<file path="src/rtl/serial_pkg.sv">
// serial_pkg: shared types and defaults for the serial word transmitter and its receive register
package serial_pkg;
  typedef enum logic [1:0] {IDLE, SHIFT, PARITY, DONE} tx_state_t;
  localparam int DEFAULT_DATA_LENGTH = 4;
endpackage

</file>
<file path="src/rtl/serial_word_tx_piso_shift.sv">
// piso_shift: load/shift-right register whose LSB is the serial output
module piso_shift #(
  parameter int W = 4
) (
  input  logic         clk,
  input  logic         reset,
  input  logic         load,
  input  logic         shift,
  input  logic [W-1:0] d,
  output logic         sout
);
  logic [W-1:0] r_q;
  always_ff @(posedge clk)
    if (reset) r_q <= '0;
    else if (load) r_q <= d;
    else if (shift) r_q <= {1'b0, r_q[W-1:1]};
  assign sout = r_q[0];
endmodule

</file>
<file path="src/rtl/serial_word_tx.sv">
// serial_word_tx: valid/ready word input, LSB-first serial output with optional even parity
module serial_word_tx
  import serial_pkg::*;
#(
  parameter int DATA_LENGTH = DEFAULT_DATA_LENGTH,
  parameter bit PARITY_EN   = 1'b0
) (
  input  logic                   clk,
  input  logic                   reset,
  input  logic [DATA_LENGTH-1:0] din,
  input  logic                   din_valid,
  output logic                   din_ready,
  output logic                   sout,
  output logic                   sout_en,
  output logic                   done,
  output logic                   busy
);
  localparam int CW = $clog2(DATA_LENGTH);
  localparam logic [CW-1:0] LAST = CW'(DATA_LENGTH - 1);
  tx_state_t r_state, w_next;
  logic [CW-1:0] r_bitcnt;
  logic r_par, w_accept, w_last, w_q0;
  assign din_ready = (r_state == IDLE) && !reset;
  assign w_accept  = din_valid && din_ready;
  assign w_last    = r_bitcnt == LAST;
  always_comb
    w_next = r_state == IDLE  ? (w_accept ? SHIFT : IDLE) :
             r_state == SHIFT ? (w_last ? (PARITY_EN ? PARITY : DONE) : SHIFT) :
             r_state == PARITY ? DONE : IDLE;
  // the counter holds at LAST so it never wraps for power-of-two widths
  always_ff @(posedge clk)
    if (reset) begin
      r_state  <= IDLE;
      r_bitcnt <= '0;
      r_par    <= 1'b0;
    end else begin
      r_state  <= w_next;
      r_bitcnt <= w_accept ? '0 : (r_state == SHIFT && !w_last) ? r_bitcnt + 1'b1 : r_bitcnt;
      r_par    <= w_accept ? ^din : r_par;
    end
  piso_shift #(.W(DATA_LENGTH)) u_piso (
    .clk  (clk),
    .reset(reset),
    .load (w_accept),
    .shift(r_state == SHIFT),
    .d    (din),
    .sout (w_q0)
  );
  assign sout    = r_state == SHIFT ? w_q0 : r_state == PARITY ? r_par : 1'b0;
  assign sout_en = r_state == SHIFT || r_state == PARITY;
  assign done    = r_state == DONE;
  assign busy    = r_state != IDLE;
endmodule

</file>
<file path="config.mk">
export PLATFORM = sky130hd
export DESIGN_NAME = serial_word_tx
export DESIGN_NICKNAME = d
export VERILOG_FILES = /design/src/rtl/serial_pkg.sv /design/src/rtl/serial_word_tx_piso_shift.sv /design/src/rtl/serial_word_tx.sv
export SDC_FILE = /design/constraint.sdc
export NUM_CORES = 1
export LEC_CHECK = 0
export ABC_AREA = 0
export CAP_MARGIN = 20
export CELL_PAD_IN_SITES_DETAIL_PLACEMENT = 1
export CELL_PAD_IN_SITES_GLOBAL_PLACEMENT = 1
export CORE_MARGIN = 3
export CORE_UTILIZATION = 31
export DETAILED_ROUTE_END_ITERATION = 16
export PLACE_DENSITY = 0.67
export SYNTH_ARGS = -nofsm -noshare
export SYNTH_HDL_FRONTEND = slang
export SYNTH_SLANG_ARGS = --single-unit
</file>
<file path="constraint.sdc">
create_clock -name clk -period 1.15 [get_ports clk]
set_input_delay 0.1725 -clock clk [delete_from_list [all_inputs] [get_ports clk]]
set_output_delay 0.1725 -clock clk [all_outputs]
set_load 0.01 [all_outputs]
</file>
==> metrics, run 1 <==
Pwr Density 958 nW/um^2; Ys Warns 0; Worst R2R Setup Slack -0.09 ns; worst-path fanout max 4; Initial Utilization a little over a third; count of cell types in the netlist 19; critical path class flop to output port; share of power burned in registers about two fifths; failing checks negative setup slack; standard-cell rows 13; flops & latches, synth 9; final hold violation count 0; Via density around 5.0; Synth area leader dfxtp_1; RSZ-0062 raised after global routing yes; antenna-violating nets left 0; Worst-Skew Late Latency 0.27 ns; status complete, but fails checks; hold path depth 2; R2R Path Start r_state[0]; Tcrit/Tclk final 113%; CTS tree built; setup TNS -0.721 ns; Worst Path Required around 0.98 ns; clk_skew about 0.0050 ns; Synth Area per Inst between 9 and 10 um^2; Die Footprint between 2000 and 2500 um^2; Net Sw Power between 0.2 and 0.25 mW; MaxCap Viol Count 0; setup slack at placement -0.320 ns; cell-internal power a little under 0.6 mW; Synth top area share 35.7%; Die Ht about 46 um; worst hold path type flop to flop; crit path DAT 1.13 ns; IO buf count 11; gpl congestion about 0.60; clock network fraction of design power 30.7%; synthesized instance count just over 50; CTS clock-pin slew for the worst setup and hold paths 0.06 ns; I/O pins 12; final net count 91; sw frac 28.2%; starting DRC count in detailed routing 7; Layout Area Growth over Synthesis 71.0%; drt drc 0; Routed WL 1.42 mm; share of layout cells above drive strength 1 ~58%; Syn Nets 63; fin. max-slew vios 0; Final WS setup -0.154 ns; CP Capture Type output port; Vias 469; total grt overflow 0; leading post-synthesis cells by cell area dfxtp_1 (36%), ha_1 (12%), mux2i_1 (12%); proportion of synthesized chip area in sequential cells a little over a third; CP endpoint sout; Pleak 0.359 nW; routed length per instance roughly 15 um; CORE AREA around 1400 um^2; CTS max path bufs 2; Post-Syn Area 504 um^2; Slew headroom between 70% and 80%; clock sinks 9; Clock Tree Root clkbuf_4; cts bufs inserted 3; HPWL Detailed 914 um; fmax ~770 MHz; ant diodes 0; post-layout min period approximately 1.3 ns; Worst Setup SP r_state[0]; largest net degree at the start of global routing 8; H-tree depth 1; Die X between 40 and 50 um; final setup fails 11; VDD IR max ~0.00058 V; reg2reg end r_bitcnt[1]; via count of the first global-routing pass 475; Worst Tran Pin Value slightly above 0.3 ns; Gate power share 27.7%; Worst R2R Path Depth 6; cts-stage hold buffer count 0; crit start category flop; Tot GR Track Use between 10% and 20%; DR pass1 iterations 4; first-pass GRT wire length about 2.3 mm; initial antenna violation count 0
cells in the mapped netlist, drive strengths merged:
cell type	n
dfxtp	9
xnor2	4
nor3	3
nor2	5
and3b	1
o21ai	2
a211oi	3
nand2	3
and2b	1
mux2i	6
nand3b	3
buf	2
ha	5
inv	3
a21oi	1
area by class of cell:
cell class                 count  area (um^2)
clock buffer                   4         26.3
fill                         161          553
inverter                       3         16.3
multi-input combinational     38          400
sequential                     9          188
tap                           15         18.8
timing repair buffer          24          213
repair_timing:
action                                  in CTS  in global routing
pin swaps                                   10                  6
endpoints found under the setup margin      12                 13
endpoints found under the hold margin        0                  0
setup buffers                                1                  2
gates cloned                                 1                  0
gates resized for setup                     44                  3
critical path, cell delays in order (launching register included):
cell     delay [ns]
dfxtp_4        0.36
buf_6          0.12
ha_4           0.16
o21ai_1        0.10
buf_2          0.14
how the worst min path moves through the flow:
stage / startpoint / end / slack, ns
2_1_floorplan: din[3] / u_piso.r_q[3] / 0.32
3_3_place_gp: r_par / r_par / 0.47
3_5_place_dp: r_par / r_par / 0.48
4_1_cts: r_par / r_par / 0.50
5_1_grt: u_piso.r_q[3] / u_piso.r_q[3] / 0.53
6_report: r_par / r_par / 0.50
metal layers:
layer	global-route usage, %	vias up	wire (um)
li1	-	228	-
met5	0	-	0
met3	7.03	2	103
met1	19.1	224	600
met4	5.11	0	9
met2	26.6	15	708
state kept, by name, indices dropped and copies added, names as in the netlist:
name	cells
r_state	2
r_par	1
r_bitcnt	2
u_piso.r_q	4
cells in the final DEF, fill, tap and decap left out, drive strengths merged:
master         Yosys  routed
mux2i              6       6
ha                 5       5
buf                2      18
a211oi             3       3
nand3b             3       4
a21oi              1       1
o21ai              2       2
nand2              3       3
nor3               3       3
and3b              1       1
clkdlybuf4s50      0       6
nor2               5       5
xnor2              4       4
dfxtp              9       9
clkbuf             0       4
inv                3       3
and2b              1       1
metrics by stage:
step / utilization, % / hold slack [ns] / cell area, um^2 / std cells / power [mW]
6_report: 60.9 / 0.498 / 862 / 93 / 0.826
5_1_grt: 60.9 / 0.527 / 862 / 93 / 0.880
4_1_cts: 60.0 / 0.498 / 850 / 92 / 0.816
3_5_place_dp: 50.8 / 0.481 / 719 / 86 / 0.534
3_3_place_gp: 50.8 / 0.470 / 719 / 86 / 0.528
2_1_floorplan: - / 0.318 / 524 / 51 / 0.447
power by group through the flow:
stage | combinational, mW | sequential [mW] | clock [mW]
after floorplan | 0.0981 | 0.349 | 0
after global placement | 0.178 | 0.349 | 0
after detailed placement | 0.183 | 0.351 | 0
after CTS | 0.221 | 0.343 | 0.252
after global routing | 0.247 | 0.345 | 0.288
final | 0.229 | 0.344 | 0.253
logic make-up (layout without fill, tap and decap cells):
family	count (synthesis)	count (layout)	synth area share [%]
AOI/OAI and AO/OA	6	6	8.19
and+or+nand+nor	16	17	20.1
muxes	6	6	11.9
buffers and inverters	5	31	4.71
adders and majority gates	5	5	12.4
DFF	9	9	35.7
xor gates and xnor gates	4	4	6.95
Power figures use the tool's default switching activity.
==> inputs of run 2 (changes only) <==
--- a/config.mk
+++ b/config.mk
@@ -14,4 +14,5 @@
 export DETAILED_ROUTE_END_ITERATION = 16
 export PLACE_DENSITY = 0.67
+export REMOVE_ABC_BUFFERS = 1
 export SYNTH_ARGS = -nofsm -noshare
 export SYNTH_HDL_FRONTEND = slang
==> constraint.sdc (replaced) <==
create_clock -name clk -period 1.15 [get_ports clk]
set_input_delay 0.1725 -clock clk [delete_from_list [all_inputs] [get_ports clk]]
set_output_delay 0.1725 -clock clk [all_outputs]
set_load 0.005 [all_outputs]
==> run 2 against run 1 <==
Against the previous run: largest power group unchanged; clock skew up 0.0026 ns; utilization is 1.1 points higher; the flow still finishes with violations (negative setup slack); cell area is 1.7% higher; wire length rose by 12%; via count grew 3.6%; critical path type is now flop to flop.
==> metrics, run 2 (synthesis results as in run 1) <==
total grt overflow 0 (unchanged); worst-path fanout max 4 (unchanged); Final WS setup -0.187 ns (-0.0325 ns); Worst Tran Pin Value 0.280 ns (-0.0312 ns); Crit path max-delay family flip-flops; Routed WL 1.59 mm (+12%); DR pass1 iterations 4 (unchanged); CTS tree built; Largest register FFs 4 (unchanged); crit-path most repeated cell buf_6; Die Ht 46.3 um (unchanged); initial antenna violation count 0 (unchanged); share of layout cells above drive strength 1 58.4% (+0.75 points); H-tree depth 1 (unchanged); Worst Path Required 1.32 ns (+0.34 ns); Final Power 0.840 mW (+1.7%); Tot GR Track Use 17.8% (+1.5 points); CP Cell Sequence buf_6 -> inv_6 -> ha_4 -> buf_6 -> and2b_4 -> mux2i_2 -> nor3_2; standard-cell rows 13 (unchanged); largest net degree at the start of global routing 8 (unchanged); cell-internal power 0.593 mW (about the same); Worst-Skew Late Latency 0.28 ns (about the same); setup TNS -1.58 ns (-0.856 ns); Crit path largest cell delay 0.33 ns (-0.03 ns); routed length per instance 17.3 um (+13%); clock sinks 9 (unchanged); Largest Register u_piso.r_q; Buf/Inv on CP 3 (+1); IO buf count 11 (unchanged); slowest CP cell dfxtp_2; drt drc 0 (unchanged); cts-stage hold buffer count 0 (unchanged); VDD IR max 0.000531 V (-7.8%); RSZ-0062 raised after global routing yes; Pleak 0.360 nW (+0.22%); HPWL Detailed 817 um (-11%); critical path class flop to flop; CORE AREA 1420 um^2 (unchanged); Initial Utilization 35.6% (unchanged); crit path DAT 1.51 ns (+0.38 ns); sw frac 29.4% (+1.1 points); Die Footprint 2150 um^2 (unchanged); Gate power share 26.6% (-1.1 points); MaxCap Viol Count 0 (unchanged); Net Sw Power 0.247 mW (+5.8%); share of power burned in registers 41.7% (about the same); clock network fraction of design power 31.7% (+1.0 points); gpl congestion 0.654 (+8.6%); commonest non-fill, non-tap cell in the layout buf_6; failing checks negative setup slack; most frequent cells in the layout buf_6 (8), buf_4 (7), dfxtp_1 (7); I/O pins 12 (unchanged); starting DRC count in detailed routing 5 (-2); Die X 46.3 um (unchanged); fmax 748 MHz (-2.4%); Pwr Density 958 nW/um^2 (about the same); Tcrit/Tclk final 116% (+2.8 points); final net count 90 (-1.1%); worst hold path type flop to flop; Clock Tree Root clkbuf_4; via count of the first global-routing pass 546 (+15%); crit start category flop; CTS max path bufs 2 (unchanged); post-layout min period 1.34 ns (+0.0325 ns); top flop regs u_piso.r_q x4, r_bitcnt x2, r_state x2; cts bufs inserted 3 (unchanged); Layout Area Growth over Synthesis 73.9%; clk_skew 0.00756 ns (+0.00257 ns); ant diodes 0 (unchanged); status complete, but fails checks; antenna-violating nets left 0 (unchanged); first-pass GRT wire length 2.55 mm (+9.8%); Vias 486 (+3.6%); Slew headroom 81.2% (+2.0 points); fin. max-slew vios 0 (unchanged); final setup fails 13 (+2); CP Capture Type flop; final hold violation count 0 (unchanged); Final Hold Slack 0.483 ns (-0.0145 ns); Via density 5.28 (+4.8%); CTS clock-pin slew for the worst setup and hold paths 0.07 ns (about the same)
==> run 2: cell types whose count changed in the layout (fill, tap and decap cells not counted), moves of 2 or more <==
cell     previous run  this run
buf_4              10         7
mux2i_1             5         3
mux2i_2             1         3
buf_6               6         8
==> run 2: area by class of cell <==
| cell class | instances | area (um^2) |
|---|---|---|
| multi-input cells | 38 | 415 |
| well taps | 15 | 18.8 |
| clock buffers | 4 | 26.3 |
| flip-flops and latches | 9 | 185 |
| inverters | 3 | 18.8 |
| repair buffers | 23 | 213 |
| fillers | 155 | 538 |
==> run 2: stage by stage <==
step	setup slack, ns	cells	instance area [um^2]	util [%]
final	-0.187	92	877	62.0
after CTS	-0.174	90	800	56.5
after floorplan	-0.0933	49	492	-
after global routing	-0.230	92	877	62.0
after global placement	-0.297	84	688	48.6
after detailed placement	-0.311	84	688	48.6
==> run 2: metal layers <==
| layer | vias to the layer above | GRT usage (%) | share of wire, % |
|---|---|---|---|
| met2 | 11 | 30.8 | 52 |
| met1 | 240 | 19.3 | 42 |
| li1 | 229 | - | - |
| met5 | - | 0 | 0 |
| met3 | 6 | 4.69 | 4.0 |
| met4 | 0 | 10.2 | 2.5 |
==> run 2: what timing repair did <==
| action | in CTS | in global routing |
|---|---|---|
| endpoints found under the setup margin | 13 | 14 |
| pin swaps | 7 | 6 |
| setup buffers | 2 | 3 |
| cloned | 1 | 0 |
| gates resized for setup | 41 | 14 |
==> run 2: final timing paths <==
check / from / to / slack, ns / cells past startpoint
setup / recovery: r_state[1] / r_bitcnt[1] / -0.19 / 7
hold / removal: r_par / r_par / 0.48 / 2
hold reg to reg: r_par / r_par / 0.48 / 2
setup reg to reg: r_state[1] / r_bitcnt[1] / -0.19 / 7
==> run 2: power groups by stage <==
| stage | registers [mW] | logic (mW) | clock network [mW] |
|---|---|---|---|
| 2_1_floorplan | 0.348 | 0.0828 | 0 |
| 3_3_place_gp | 0.350 | 0.160 | 0 |
| 3_5_place_dp | 0.350 | 0.163 | 0 |
| 4_1_cts | 0.345 | 0.186 | 0.264 |
| 5_1_grt | 0.353 | 0.240 | 0.284 |
| 6_report | 0.350 | 0.224 | 0.266 |
==> run 2: worst reg2reg max path: cells and delay by family, from the launching register on <==
kind | cells | cell delay [ns]
DFF | 1 | 0.33
buffers and inverters | 3 | 0.30
and+or+nand+nor | 2 | 0.24
muxes | 1 | 0.24
adders and majority gates | 1 | 0.14
